===== config.mk =====
export PLATFORM = sky130hd
export DESIGN_NAME = rr_arbiter_4_flat
export DESIGN_NICKNAME = d
export VERILOG_FILES = /design/src/rtl/rr_arbiter_4_pkg.sv /design/src/rtl/rr_arbiter_4_if.sv /design/src/rtl/rr_arbiter_4_dec_2_4_en.sv /design/src/rtl/rr_arbiter_4.sv /design/src/flat_wrapper.sv
export SDC_FILE = /design/constraint.sdc
export NUM_CORES = 1
export LEC_CHECK = 0
export BUFFER_PORTS_ARGS = -buffer_cell sky130_fd_sc_hd__buf_4
export CAP_MARGIN = 20
export CORE_AREA = 2 2 55 57
export DETAILED_ROUTE_END_ITERATION = 16
export DIE_AREA = 0 0 57 59
export GPL_ROUTABILITY_DRIVEN = 0
export HOLD_SLACK_MARGIN = 0.02
export PLACE_DENSITY = 0.48
export SKIP_LAST_GASP = 1
export SLEW_MARGIN = 20
export SYNTH_ARGS = -nofsm -noshare
export SYNTH_HDL_FRONTEND = slang
export SYNTH_SLANG_ARGS = --single-unit

===== constraint.sdc =====
create_clock -name clk -period 1.61 [get_ports clk]
set_clock_uncertainty 0.2 [all_clocks]
set_input_delay 0.161 -clock clk [delete_from_list [all_inputs] [get_ports clk]]
set_output_delay 0.161 -clock clk [all_outputs]
set_load 0.03 [all_outputs]

===== src/rtl/rr_arbiter_4_pkg.sv =====
// Shared types and constants for the 4-way round-robin arbiter.
package rr_arbiter_4_pkg;

  typedef enum logic {
    IDLE = 1'b0,
    BUSY = 1'b1
  } state_t;

  localparam int NUM_REQ      = 4;
  localparam int IDX_W        = 2;
  localparam int MAX_HOLD_DEF = 8;

endpackage


===== src/rtl/rr_arbiter_4_if.sv =====
// Request/grant bundle between requesters (master) and the arbiter (slave).
interface rr_arbiter_4_if;
  import rr_arbiter_4_pkg::*;

  logic [NUM_REQ-1:0] req;
  logic [NUM_REQ-1:0] gnt;
  logic [IDX_W-1:0]   gnt_id;
  logic               gnt_valid;
  logic               timeout;

  modport master (
    output req,
    input  gnt, gnt_id, gnt_valid, timeout
  );

  modport slave (
    input  req,
    output gnt, gnt_id, gnt_valid, timeout
  );

endinterface


===== src/rtl/rr_arbiter_4_dec_2_4_en.sv =====
// Enabled 2-to-4 one-hot decoder; output is all zero when disabled.
module dec_2_4_en (
  input  logic       en,
  input  logic [1:0] i,
  output logic [3:0] y
);

  always_comb begin
    y = 4'b0000;
    if (en) begin
      case (i)
        2'd0:    y = 4'b0001;
        2'd1:    y = 4'b0010;
        2'd2:    y = 4'b0100;
        2'd3:    y = 4'b1000;
        default: y = 4'b0000;
      endcase
    end
  end

endmodule


===== src/rtl/rr_arbiter_4.sv =====
// Round-robin arbiter for 4 requesters with per-owner hold limit and a
// mandatory one-cycle idle gap between grants.
module rr_arbiter_4
  import rr_arbiter_4_pkg::*;
#(
  parameter int MAX_HOLD = MAX_HOLD_DEF,
  parameter int CNT_W    = 4
) (
  input  logic          clk,
  input  logic          rst,
  rr_arbiter_4_if.slave bus
);

  localparam logic [CNT_W-1:0] HOLD_LAST = (MAX_HOLD == 0) ? '0 : CNT_W'(MAX_HOLD - 1);

  state_t             state_q, state_d;
  logic [IDX_W-1:0]   ptr_q, ptr_d;
  logic [IDX_W-1:0]   gnt_id_q, gnt_id_d;
  logic [CNT_W-1:0]   hold_cnt_q, hold_cnt_d;
  logic               timeout_q, timeout_d;
  logic               gnt_valid;
  logic               owner_req;
  logic               hold_expired;

  // First set request bit searching upward from p with 2-bit wrap.
  function automatic logic [IDX_W-1:0] rr_pick(input logic [NUM_REQ-1:0] r,
                                               input logic [IDX_W-1:0]   p);
    logic [IDX_W-1:0] idx;
    rr_pick = p;
    for (int k = NUM_REQ - 1; k >= 0; k--) begin
      idx = p + IDX_W'(k);
      if (r[idx]) rr_pick = idx;
    end
  endfunction

  assign gnt_valid    = (state_q == BUSY);
  assign owner_req    = bus.req[gnt_id_q];
  assign hold_expired = (MAX_HOLD != 0) && (hold_cnt_q == HOLD_LAST);

  always_comb begin
    state_d    = state_q;
    ptr_d      = ptr_q;
    gnt_id_d   = gnt_id_q;
    hold_cnt_d = hold_cnt_q;
    timeout_d  = 1'b0;
    case (state_q)
      IDLE: begin
        if (|bus.req) begin
          gnt_id_d   = rr_pick(bus.req, ptr_q);
          hold_cnt_d = '0;
          state_d    = BUSY;
        end
      end
      BUSY: begin
        if (!owner_req || hold_expired) begin
          state_d   = IDLE;
          ptr_d     = gnt_id_q + IDX_W'(1);
          timeout_d = owner_req;
        end else if (hold_cnt_q != {CNT_W{1'b1}}) begin
          // Saturation only matters for MAX_HOLD=0; otherwise HOLD_LAST is hit first.
          hold_cnt_d = hold_cnt_q + CNT_W'(1);
        end
      end
      default: state_d = IDLE;
    endcase
  end

  always_ff @(posedge clk) begin
    if (rst) begin
      state_q    <= IDLE;
      ptr_q      <= '0;
      gnt_id_q   <= '0;
      hold_cnt_q <= '0;
      timeout_q  <= 1'b0;
    end else begin
      state_q    <= state_d;
      ptr_q      <= ptr_d;
      gnt_id_q   <= gnt_id_d;
      hold_cnt_q <= hold_cnt_d;
      timeout_q  <= timeout_d;
    end
  end

  assign bus.gnt_id    = gnt_id_q;
  assign bus.gnt_valid = gnt_valid;
  assign bus.timeout   = timeout_q;

  dec_2_4_en u_dec (
    .en (gnt_valid),
    .i  (gnt_id_q),
    .y  (bus.gnt)
  );

endmodule


===== src/flat_wrapper.sv =====
// flat-port wrapper written by rule: the top's interface ports become plain ports
module rr_arbiter_4_flat import rr_arbiter_4_pkg::*;
#(
  parameter int MAX_HOLD = MAX_HOLD_DEF,
  parameter int CNT_W    = 4
)
  (clk, rst, bus_req, bus_gnt, bus_gnt_id, bus_gnt_valid, bus_timeout);
  rr_arbiter_4_if bus_i ();
  input  logic clk;
  input  logic rst;
  input wire logic [$bits(bus_i.req)-1:0] bus_req;
  output wire logic [$bits(bus_i.gnt)-1:0] bus_gnt;
  output wire logic [$bits(bus_i.gnt_id)-1:0] bus_gnt_id;
  output wire logic [$bits(bus_i.gnt_valid)-1:0] bus_gnt_valid;
  output wire logic [$bits(bus_i.timeout)-1:0] bus_timeout;
  assign bus_i.req = bus_req;
  assign bus_gnt = bus_i.gnt;
  assign bus_gnt_id = bus_i.gnt_id;
  assign bus_gnt_valid = bus_i.gnt_valid;
  assign bus_timeout = bus_i.timeout;
  rr_arbiter_4 #(.MAX_HOLD(MAX_HOLD), .CNT_W(CNT_W)) u_core (.clk(clk), .rst(rst), .bus(bus_i));
endmodule

==> Word-level counts from Yosys, hierarchy flattened <==
Index checks and enable logic that the tools add are counted.
{ "word_totals": {"reg_bits": 10, "output_inout_bits": 8, "elab_cells": 56, "ramBits": 0, "romBits": 0, "latch_bits": 0, "in_bits": 6, "memories": 0} }
{ "classes": {"n_bitwise": 2, "div_mod_pow": 0, "n_mul": 0, "shifts": 0, "add_sub_neg": 5, "n_lt_le_gt_ge": 5, "n_reduce_logical": 8, "eq_ne": 8, "mux": 23} }
{ "ops": {"columns": ["cell", "n"], "rows": [
  ["2-to-1 mux 4 bit", 4],
  ["one-hot mux 4 bit (4 select lines)", 1],
  ["less-than comparator 2 x 3 -> 1 bit, second input constant", 5],
  ["binary-select mux 1 bit (select 2 bit)", 5],
  ["2-to-1 mux 2 bit", 4],
  ["one-hot mux 4 bit (2 select lines)", 1],
  ["2-to-1 mux 1 bit", 7],
  ["adder 2 x 1 -> 2 bit, second input constant", 2],
  ["adder 2 bit, second input constant", 2],
  ["adder 4 x 1 -> 4 bit, second input constant", 1],
  ["== test 2 bit, second input constant", 2],
  ["== test 4 x 3 -> 1 bit, second input constant", 1],
  ["inequality test 2 bit, second input constant", 2],
  ["inequality test 4 bit, second input constant", 1],
  ["AND reduction 2 bit", 2],
  ["OR reduction 4 bit", 1],
  ["AND reduction 3 bit", 1],
  ["OR reduction 3 bit", 1],
  ["== test 2 x 1 -> 1 bit, second input constant", 1],
  ["zero test 2 bit", 1],
  ["inequality test 2 x 1 -> 1 bit, second input constant", 1],
  ["NOT 1 bit", 2],
  ["one-hot mux 1 bit (2 select lines)", 1],
  ["zero test 1 bit", 1],
  ["logical OR 1 bit", 1]
]} }

==> Logic depth before layout (Yosys ltp) <==
{ "logic_depth": {"depth_word": 7, "ltp_mapped": 6, "mapped_depth_nobuf": 5} }

==> Hierarchy <==
A second synthesis with hierarchy kept.
{ "hier_totals": {"hier_cells": 74, "hier_area_um2": 650.6} }
{ "by_module_without_submodules": {"columns": ["mod", "instances", "area_per_inst_um2", "cells_each", "seq_area_each_um2"], "rows": [
  ["rr_arbiter_4", 1, 613.1, 70, 200.2],
  ["dec_2_4_en", 1, 37.5, 4, 0.0]
]} }

==> Least setup slack after synthesis <==
Ideal clock, no wire load.
{ "synth_timing": {"kind": "flip-flop to flip-flop", "from": "register u_core.gnt_id_q[1], in the netlist u_core.bus.gnt_id[1]", "to": "register u_core.ptr_q[0]", "synth_period_minus_slack_ns": 1.848, "setup_slack_ns": -0.238, "path_stages_with_launch": 6, "setup_time_ns": 0.123, "arrival_ns": 1.525, "path_buffers": 1, "required_time_ns": 1.287, "cell_sequence": "dfxtp_1 -> buf_6 -> mux2i_1 -> and3_1 -> a311oi_2 -> mux2_1"} }
{ "synth_via": {"elab_chain_cells": 5} }
{ "synth_lines": {"columns": ["item", "line_no", "text"], "rows": [
  ["from (decl)", "rr_arbiter_4.sv:18", "logic [IDX_W-1:0] gnt_id_q, gnt_id_d;"],
  ["from (signal assigned)", "rr_arbiter_4.sv:78", "gnt_id_q <= gnt_id_d;"],
  ["binary-select mux 1 bit (select 2 bit)", "rr_arbiter_4.sv:37", "assign owner_req = bus.req[gnt_id_q];"],
  ["2-to-1 mux 1 bit (not written as such)", "rr_arbiter_4.sv:37", null],
  ["zero test 1 bit", "rr_arbiter_4.sv:55", "if (!owner_req || hold_expired) begin"],
  ["logical OR 1 bit", "rr_arbiter_4.sv:55", null],
  ["AND reduction 2 bit (no source line)", null, null],
  ["to (signal assigned)", "rr_arbiter_4.sv:77", "ptr_q <= ptr_d;"],
  ["to (decl)", "rr_arbiter_4.sv:17", "logic [IDX_W-1:0] ptr_q, ptr_d;"]
]} }
Every way passes these cells. The select of a mux whose other input is x is not followed.
A chain may end at the register's enable or synchronous reset.

==> Final worst setup path <==
{ "layout_timing": {"from": "register u_core.gnt_id_q[1], in the netlist u_core.bus.gnt_id[1]", "to": "output port bus_gnt[1]"} }
{ "layout_via": {"elab_chain_cells": 3, "elab_cells_between_ends": 6, "classes_between": "3 x eq/ne; 2 x mux; 1 x reduce/logical"} }
{ "layout_lines": {"columns": ["item", "line_no", "text"], "rows": [
  ["== test 2 bit, or another cell as far along", "rr_arbiter_4_dec_2_4_en.sv:11", "case (i)"],
  ["one-hot mux 4 bit (4 select lines) (*)", "rr_arbiter_4_dec_2_4_en.sv:11", null],
  ["2-to-1 mux 4 bit (*)", "rr_arbiter_4_dec_2_4_en.sv:10", "if (en) begin"],
  ["to (decl)", "flat_wrapper.sv:12", "output wire logic [$bits(bus_i.gnt)-1:0] bus_gnt;"]
]} }
Every way passes the cells marked *; elsewhere a longest branch is shown, timed or not.

==> flow_summary.yaml <==
outcome:
  outcome: "completed"
global_routing:
  use_met2: 0.1658
  grt_pass1_vias: 600
  antenna_found_initial: 0
  grt_start_max_net_pins: 14
  overflow: 0
  grt_most_used_layer: "met2"
  grt_pass1_wl_mm: 2.580
  met1_usage: 0.1169
  grt_usage: 0.1016
  grt_util_met3: 0.03275
layout:
  diodes: 0
  fin_area_sq_um: 1013
  layout-drive-gt1-share: 0.4615
  syn2layout_area_growth_pct: 46.74
  fin_nets: 116
timing:
  maxSlewViolCount: 0
  tightest_slew_ps: 377.2
  finalCritPeriodShare: 0.9891
  setup_violations: 0
  max_freq_ghz: 0.6279
  holdWs_ps: 40.53
  hold_viol_final: 0
  slew-limit-headroom: 0.7420
  rsz0062_at_grt: "yes"
  fin_crit_ps: 1593
die:
  placementRows: 19
  ioPinCount: 14
  core_area_sq_um: 2710
  fp.dieW_microns: 57
  die_h_microns: 59
  start_util: 0.2548
  dieArea_sq_um: 3363
setup_path:
  crit_start: "u_core.bus.gnt_id[1]"
  critPathMaxFanout: 5
  end_kind: "output port"
  r2r_start: "u_core.hold_cnt_q[0]"
  worstPathRequired_ps: 1250
  setup.worst_path.class: "flip-flop to output port"
  max_stage_delay_ps: 380
  regToRegSetupSlack_ps: 50
  r2r_end: "u_core.ptr_q[0]"
  cp-start-kind: "flip-flop"
  rr_worst_depth: 5
  path_cells: "buf_6 -> inv_4 -> ha_4 -> and2_4 -> buf_6"
  cp_top_family: "flip-flops"
  cp_data_arrival_time_ps: 1230
  critPathBufInv: 3
  crit_top_cell: "buf_6"
  critical_path.slowest_cell: "dfxtp_4"
logic_synthesis:
  synthTopCellsByArea: "dfxtp_1 29%, ha_1 9.1%, mux2i_1 5.8%"
  synthTopCellsByCount: "10 x dfxtp_1, 6 x inv_1, 6 x nor2_1"
  syn_avg_cell_area_sq_um: 8.633
  yosysMostFrequentCell: "dfxtp_1"
  ys_ff_latch: 10
  synth_cell_types: 37
  ys_async_sr_fraction: 0
  syn_nets: 91
  yosys.area.top_type_share: 0.2899
  ys_seq_area_frac: 0.2899
  synth_area_sq_um: 690.7
  synth_ff_type: "dfxtp_1"
  synth_cells: 80
  synth_edf_count: 0
  synth.largest_area_cell: "dfxtp_1"
  yosys_warnings: 0
detailed_routing:
  firstDrtPassIters: 4
  drt_iter0_drc: 30
  drc: 0
  via_count: 665
  ant_nets: 0
  viasPerCell: 4.926
  wirelength_mm: 1.496
  wl_per_cell_microns: 11.08
min_path:
  min_path_cells: 4
  holdPathEnd: "u_core.bus.gnt_id[1]"
  hold_start: "bus_req[1]"
  hp-class: "primary input to flip-flop"
placed_design:
  port-buffer-count: 13
  dp_hpwl_mm: 1.160
  place_area_sq_um: 862.1
flow_run:
  drv_cap: 0
pwr:
  p_leak_nw: 0.4085
  p_per_area_nw_per_um2: 709.1
  ir_drop_uv: 300.4
clock_tree:
  cts.sinks: 10
  clk_root_buffer_cell: "clkbuf_4"
  cts_max_level: 1
  clock_latency_ps: 260
  clkTransAtPathRegs_ps: 70
  cts_buffers: 3
  ctsLongestPathBuffers: 2
  cts_tree: "built"
[state kept, by name, summed over array words and instances (netlist names)]
signal,count
u_core.hold_cnt_q,4
u_core.bus.gnt_id,2
u_core.ptr_q,2
u_core.bus.gnt_valid,1
u_core.bus.timeout,1
[cell usage in the layout (no fill, tap or decap), drive strengths merged, types with 2 or more instances in the layout]
master / count
ha: 5
a21oi: 5
nor3b: 2
nand3: 2
nand2: 4
clkbuf: 4
and2: 4
nor2: 6
nand2b: 2
nand3b: 2
and2b: 2
nor2b: 2
inv: 6
o211ai: 2
mux2i: 4
buf: 24
dfxtp: 10
[how the worst max path moves through the flow]
stage / endpoint / slack, ps / cells after the start
2_1_floorplan: u_core.ptr_q[0] / -70 / 5
3_3_place_gp: u_core.ptr_q[0] / 30 / 5
3_5_place_dp: u_core.ptr_q[0] / 1 / 5
4_1_cts: bus_gnt[1] / -8 / 5
5_1_grt: bus_gnt[1] / -40 / 5
6_report: bus_gnt[1] / 20 / 5
[layer usage]
metal	up-vias	part of all wire
met1	316	0.44
met3	2	0.043
met2	13	0.50
li1	334	-
met5	-	0
met4	0	0.0087
[report_power, final]
group          leakage [nW]  internal, W  switching, W
clock network        0.0210     0.000137     0.0000931
logic                 0.304     0.000106      0.000101
registers            0.0836     0.000261     0.0000202
[logic make-up after synthesis]
| family | after synthesis | share of synthesized area |
|---|---|---|
| compound gates | 15 | 0.1576 |
| fa+ha+maj | 5 | 0.09058 |
| buf+inv | 11 | 0.07607 |
| flops | 10 | 0.2899 |
| mux | 6 | 0.1069 |
| simple gates | 33 | 0.2790 |
[area by class of cell]
type / count / area [sq um]
fillers: 286 / 1697
multi-input cells: 59 / 486.7
repair buffers: 25 / 216.5
flip-flops and latches: 10 / 210.2
well taps: 31 / 38.79
clock buffers: 4 / 36.28
inverters: 6 / 25.02
[metrics by stage]
stage / cells / setup slack [ps] / total power (W) / util / TNS (ps)
after floorplan: 80 / -74.51 / 0.0003973 / - / -85.87
after global placement: 127 / 32.55 / 0.0004553 / 0.3181 / 0
after detailed placement: 127 / 0.9662 / 0.0004561 / 0.3181 / 0
after CTS: 134 / -8.228 / 0.0007083 / 0.3527 / -9.275
after global routing: 135 / -37.86 / 0.0007667 / 0.3740 / -121.7
final: 135 / 17.49 / 0.0007187 / 0.3740 / 0
[tightest hold or removal path, cell delays in order]
cell	delay [ps]
buf_4	120
a21oi_1	40
nor2_1	80
o41ai_1	60
[repair_timing]
action	4_1_cts	5_1_grt
endpoints found under the hold margin	4	0
gates resized for setup	11	14
pin swaps	2	4
buffers inserted	2	1
setup endpoints to repair	5	8
hold buffers	1	0
Power figures use the tool's default switching activity.
